===== src/rtl/ex_stage_pkg.sv =====
// rtl/ex_stage_pkg.sv - shared CPU definitions: ALU opcodes, instruction-type tags, ID/EX control bundle
//
// Contents:
//   alu_op_e        4-bit ALU opcodes ALU_ADD .. ALU_LUI (codes 1011-1111 unused, ALU yields 0)
//   INST_TYPE_NONE  instruction-type tag for "no instruction" (also used by decode)
//   ctrl_t          decoded control bits carried through the ID/EX register
package cpu_defs;

  typedef enum logic [3:0] {
    ALU_ADD = 4'b0000,
    ALU_SUB = 4'b0001,
    ALU_AND = 4'b0010,
    ALU_OR  = 4'b0011,
    ALU_XOR = 4'b0100,
    ALU_NOR = 4'b0101,
    ALU_SLT = 4'b0110,
    ALU_SLL = 4'b0111,
    ALU_SRL = 4'b1000,
    ALU_SRA = 4'b1001,
    ALU_LUI = 4'b1010
  } alu_op_e;

  localparam logic [3:0] INST_TYPE_NONE = 4'd0;

  typedef struct packed {
    logic       wreg;
    logic       m2reg;
    logic       wmem;
    logic       branch;
    logic       shift;
    logic       aluimm;
    logic       regrt;
    logic [3:0] aluc;
  } ctrl_t;

endpackage


===== src/rtl/ex_stage_alu.sv =====
// rtl/ex_stage_alu.sv - combinational 32-bit ALU for the execute stage
//
// Ports:
//   i_a, i_b   32  operands (shifts move i_b by i_a[4:0])
//   i_aluc      4  opcode from cpu_defs::alu_op_e
//   o_result   32  wrap-around result; unused opcodes give 0
//   o_zero      1  o_result == 0
//   o_ovf       1  signed overflow of ADD/SUB, 0 for every other opcode
module alu
  import cpu_defs::*;
(
  input  logic [31:0] i_a,
  input  logic [31:0] i_b,
  input  logic [3:0]  i_aluc,
  output logic [31:0] o_result,
  output logic        o_zero,
  output logic        o_ovf
);

  logic [31:0] w_sum;
  logic [31:0] w_diff;
  logic [31:0] w_result;
  logic        w_ovf;

  assign w_sum  = i_a + i_b;
  assign w_diff = i_a - i_b;

  always_comb begin
    w_result = 32'd0;
    w_ovf    = 1'b0;
    case (i_aluc)
      ALU_ADD: begin
        w_result = w_sum;
        // Same-sign operands producing an opposite-sign sum.
        w_ovf    = (i_a[31] == i_b[31]) && (w_sum[31] != i_a[31]);
      end
      ALU_SUB: begin
        w_result = w_diff;
        // Opposite-sign operands where the difference takes B's sign.
        w_ovf    = (i_a[31] != i_b[31]) && (w_diff[31] != i_a[31]);
      end
      ALU_AND: w_result = i_a & i_b;
      ALU_OR:  w_result = i_a | i_b;
      ALU_XOR: w_result = i_a ^ i_b;
      ALU_NOR: w_result = ~(i_a | i_b);
      ALU_SLT: w_result = {31'd0, ($signed(i_a) < $signed(i_b))};
      ALU_SLL: w_result = i_b << i_a[4:0];
      ALU_SRL: w_result = i_b >> i_a[4:0];
      ALU_SRA: w_result = $unsigned($signed(i_b) >>> i_a[4:0]);
      ALU_LUI: w_result = {i_b[15:0], 16'd0};
      default: w_result = 32'd0;
    endcase
  end

  assign o_result = w_result;
  assign o_zero   = (w_result == 32'd0);
  assign o_ovf    = w_ovf;

endmodule


===== src/rtl/ex_stage.sv =====
// rtl/ex_stage.sv - execute stage: ID/EX register, operand/destination muxes, ALU, branch resolve
//
// Optional feature: define EX_OVF_EN to add the sticky ex_ovf output and suppress
// the register write of an ADD/SUB that overflows.
//
// Ports:
//   clk, rst                      clock; synchronous active-high reset
//   cu_*                          decoded control from decode
//   id_pc4, id_inA, id_inB, id_imm  PC+4, rs data, rt data, extended immediate
//   rt, rd                        register specifiers
//   ID_ins_type, ID_ins_number    debug tags
//   ex_wreg, ex_m2reg, ex_wmem    registered control to memory stage
//   ex_aluR, ex_inB, ex_destR     ALU result, store data, destination register
//   ex_zero, ex_btaken, ex_btarget  zero flag, branch decision, branch target
//   EX_ins_type, EX_ins_number    registered debug tags
//   ex_ovf                        sticky overflow (EX_OVF_EN only)
module ex_stage
  import cpu_defs::*;
(
  input  logic        clk,
  input  logic        rst,
  input  logic        cu_wreg,
  input  logic        cu_m2reg,
  input  logic        cu_wmem,
  input  logic        cu_branch,
  input  logic        cu_shift,
  input  logic        cu_aluimm,
  input  logic        cu_regrt,
  input  logic [3:0]  cu_aluc,
  input  logic [31:0] id_pc4,
  input  logic [31:0] id_inA,
  input  logic [31:0] id_inB,
  input  logic [31:0] id_imm,
  input  logic [4:0]  rt,
  input  logic [4:0]  rd,
  input  logic [3:0]  ID_ins_type,
  input  logic [3:0]  ID_ins_number,
  output logic        ex_wreg,
  output logic        ex_m2reg,
  output logic        ex_wmem,
  output logic [31:0] ex_aluR,
  output logic [31:0] ex_inB,
  output logic [4:0]  ex_destR,
  output logic        ex_zero,
  output logic        ex_btaken,
  output logic [31:0] ex_btarget,
  output logic [3:0]  EX_ins_type,
  output logic [3:0]  EX_ins_number
`ifdef EX_OVF_EN
  ,
  output logic        ex_ovf
`endif
);

  ctrl_t       r_ctrl;
  logic [31:0] r_pc4;
  logic [31:0] r_inA;
  logic [31:0] r_inB;
  logic [31:0] r_imm;
  logic [4:0]  r_rt;
  logic [4:0]  r_rd;
  logic [3:0]  r_type;
  logic [3:0]  r_num;

  logic [31:0] w_opa;
  logic [31:0] w_opb;
  logic [31:0] w_alu_result;
  logic        w_alu_zero;

  // No enable: decode inserts bubbles as all-zero instructions.
  always_ff @(posedge clk) begin
    if (rst) begin
      r_ctrl <= '0;
      r_pc4  <= 32'hFFFF_FFFF;
      r_inA  <= 32'd0;
      r_inB  <= 32'd0;
      r_imm  <= 32'd0;
      r_rt   <= 5'd0;
      r_rd   <= 5'd0;
      r_type <= INST_TYPE_NONE;
      r_num  <= 4'd0;
    end else begin
      r_ctrl <= '{wreg: cu_wreg, m2reg: cu_m2reg, wmem: cu_wmem, branch: cu_branch,
                  shift: cu_shift, aluimm: cu_aluimm, regrt: cu_regrt, aluc: cu_aluc};
      r_pc4  <= id_pc4;
      r_inA  <= id_inA;
      r_inB  <= id_inB;
      r_imm  <= id_imm;
      r_rt   <= rt;
      r_rd   <= rd;
      r_type <= ID_ins_type;
      r_num  <= ID_ins_number;
    end
  end

  // Shift amount lives in the shamt field of the immediate.
  assign w_opa = r_ctrl.shift  ? {27'd0, r_imm[10:6]} : r_inA;
  assign w_opb = r_ctrl.aluimm ? r_imm : r_inB;

`ifdef EX_OVF_EN
  logic w_alu_ovf;
  logic r_ovf;
`else
  logic w_unused_ovf;
`endif

  alu u_alu (
    .i_a      (w_opa),
    .i_b      (w_opb),
    .i_aluc   (r_ctrl.aluc),
    .o_result (w_alu_result),
    .o_zero   (w_alu_zero),
`ifdef EX_OVF_EN
    .o_ovf    (w_alu_ovf)
`else
    .o_ovf    (w_unused_ovf)
`endif
  );

`ifdef EX_OVF_EN
  always_ff @(posedge clk) begin
    if (rst) begin
      r_ovf <= 1'b0;
    end else if (w_alu_ovf) begin
      r_ovf <= 1'b1;
    end
  end

  assign ex_ovf  = r_ovf;
  // An overflowing ADD/SUB must not commit its result.
  assign ex_wreg = r_ctrl.wreg & ~w_alu_ovf;
`else
  assign ex_wreg = r_ctrl.wreg;
`endif

  assign ex_m2reg      = r_ctrl.m2reg;
  assign ex_wmem       = r_ctrl.wmem;
  assign ex_aluR       = w_alu_result;
  assign ex_zero       = w_alu_zero;
  assign ex_inB        = r_inB;
  assign ex_destR      = r_ctrl.regrt ? r_rt : r_rd;
  assign ex_btaken     = r_ctrl.branch & w_alu_zero;
  assign ex_btarget    = r_pc4 + {r_imm[29:0], 2'b00};
  assign EX_ins_type   = r_type;
  assign EX_ins_number = r_num;

endmodule


===== config.mk =====
export PLATFORM = sky130hd
export DESIGN_NAME = ex_stage
export DESIGN_NICKNAME = d
export VERILOG_FILES = /design/src/rtl/ex_stage_pkg.sv /design/src/rtl/ex_stage_alu.sv /design/src/rtl/ex_stage.sv
export SDC_FILE = /design/constraint.sdc
export NUM_CORES = 1
export LEC_CHECK = 0
export CORE_MARGIN = 3
export CORE_UTILIZATION = 51
export CTS_BUF_LIST = sky130_fd_sc_hd__clkbuf_8
export DETAILED_ROUTE_END_ITERATION = 8
export HOLD_SLACK_MARGIN = 0.12
export PLACE_DENSITY = 0.75
export RECOVER_POWER = 100
export SLEW_MARGIN = 20
export SYNTH_ARGS = -nofsm -noshare
export SYNTH_HDL_FRONTEND = slang
export SYNTH_HIERARCHICAL = 1
export SYNTH_SLANG_ARGS = --single-unit

===== constraint.sdc =====
create_clock -name clk -period 5.6 [get_ports clk]
set_clock_uncertainty 0.05 [all_clocks]
set_input_delay 0.56 -clock clk [delete_from_list [all_inputs] [get_ports clk]]
set_output_delay 0.56 -clock clk [all_outputs]
set_load 0.1 [all_outputs]

==> out/metrics.csv <==
metric,value,unit
post-route-period-util,106,%
area_delta_synth_final,39.0,%
crit_family,multiplexers,
clk_path_buf_depth,2,
crit_type,flop to output pin,
crit_path_cell_trace,buf_12 -> buf_12 -> mux2_2 -> buf_4 -> mux4_2 -> mux2i_1 -> o221ai_1 -> a211oi_1 -> buf_4 -> nor4b_4 -> o211ai_1 -> nor4_4 -> buf_4 -> nand4b_1 -> nor4b_4 -> buf_4 -> and2_4 -> buf_12,
p_int,0.00276,W
rsz0062_at_grt,yes,
gp_congestion,1.11,
grt_pass1_wl,121000,um
clock.fmax,0.169,GHz
p_leak,9.76,nW
layout-drive-gt1-share,28.2,%
root_buffer,clkbuf_8,
swShare,50.5,%
p_switching,0.00281,W
min_period,5.92,ns
final-hold-violation-count,0,
io_buffers,272,
start_util,52.3,%
cap_violations,2,
finalSetupViolCount,2,
drt_iter0_markers,2762,
dieWidth,190,um
critical_path.max_stage_delay,0.48,ns
htreeDepth,4,
final_util,72.7,%
status,finished with violations,
cts_sinks,157,
synth_area,0.0172,mm^2
syn_inst,2136,
peakVddDrop,0.266,mV
wirelength,81200,um
path_max_fanout,12,
grt_max_degree,87,
yosysWarnings,6,
num_rows,66,
p_seq_share,21.9,%
dr.pass1.iters,8,
antenna_found_initial,4,
vias,20400,
fin_cells,3011,
overflow,0,
failed_checks,"capacitance limit, slew limit, setup timing",
fin_setup_tns,-0.466,ns
cp_num_buf_inv,7,
dieHeight,190,um
drc,0,
grt_pass1_vias,20000,
drt-wirelength-per-cell,27.0,um
vias_per_cell,6.76,
hpwl,62000,um
cts_tree,done,
power_density,233,mW/mm^2
cp_data_arrival_time,5.31,ns
coreArea,0.0329,mm^2
final_nets,2845,
dp.cells,2932,
finalMaxSlewViolations,160,
p_clk_share,15.3,%
power_frac_comb,62.9,%
cts_buffers,17,
path_clk_slew,0.11,ns
slew_headroom,-94.9,%
critPathRequiredTime,4.99,ns
startpoint_type,flop,
dieArea,0.0360,mm^2
cts_hold_buf,0,
worstMarginPinSlew,2.92,ns
io_pins,273,
end_kind,output pin,
syn_area_per_cell,8.05,um^2
setup_ws,-0.317,ns
crit_path_frequent_cell,buf_4,
ant_nets,0,
synthesis.nets,2428,
crit_slowest_cell,mux4_2,
grtUsageTotal,44.0,%
min-delay-path-class,input pin to flop,
==> path summary, 6_finish.rpt <==
kind / cells past startpoint / slack, ns / startpoint / endpoint
setup / recovery: 18 / -0.32 / r_ctrl[5]$_SDFF_PP0_ / ex_btaken
hold / removal: 2 / 0.53 / id_inA[17] / r_inA[17]$_SDFF_PP0_
==> power by group through the flow <==
stage / Sequential, W / Combinational, W / Clock [W]
3_3_place_gp: 0.00124 / 0.00322 / 0
6_report: 0.00122 / 0.00350 / 0.000851
3_5_place_dp: 0.00124 / 0.00325 / 0
4_1_cts: 0.00122 / 0.00342 / 0.000873
5_1_grt: 0.00122 / 0.00361 / 0.000916
2_1_floorplan: 0.00134 / 0.00204 / 0
==> state kept, by name, summed over array words and instances, names as in the netlist, 4 cells and up <==
name and cells:
r_imm 32, EX_ins_number 4, r_rd 5, r_inA 32
r_pc4 32, EX_ins_type 4, r_ctrl 8, ex_inB 32
r_rt 5
==> per-layer routing <==
metal	track usage [%]	vias to the layer above	wire length, um
li1	-	8702	-
met1	54.2	9564	29600
met2	68.3	1683	34900
met4	25.2	2	5840
met3	13.3	416	10800
met5	0	-	13
==> metrics by stage <==
stage / worst slack, ns / instance area [um^2] / total power [W] / hold WS, ns
global placement: -0.0907 / 22400 / 0.00445 / 1.04
CTS: -0.201 / 23700 / 0.00551 / 0.489
finish: -0.317 / 23900 / 0.00557 / 0.526
floorplan: -1.34 / 17800 / 0.00338 / 0.614
detailed placement: -0.0588 / 22400 / 0.00449 / 1.06
global route: -0.390 / 23900 / 0.00575 / 0.506
==> final cells by class <==
cell class	instances	area, um^2
fill	2544	8970
tap	442	553
multi-input combinational	1694	13800
clock buffer	17	234
inverter	107	435
timing repair buffer	576	5470
clock inverter	15	149
sequential	157	3220
antenna	3	7.51
==> cells in the final DEF (no fill, tap or decap), types with 38 or more instances in the layout <==
cell type	count
dlygate4sd3_1	67
buf_12	38
ha_1	113
a21oi_1	113
or2_2	38
o21ai_0	79
nand2_1	139
nor2_1	146
nor3_1	40
dfxtp_1	133
buf_4	278
inv_1	88
nor2b_1	163
mux4_2	61
mux2i_1	51
clkdlybuf4s50_1	165
==> timing repair <==
action,CTS,global route
gates cloned,3,0
endpoints found under the setup margin,2,2
pin swaps,31,22
resized for setup,126,42
setup buffers,33,8
Power figures use the tool's default switching activity.
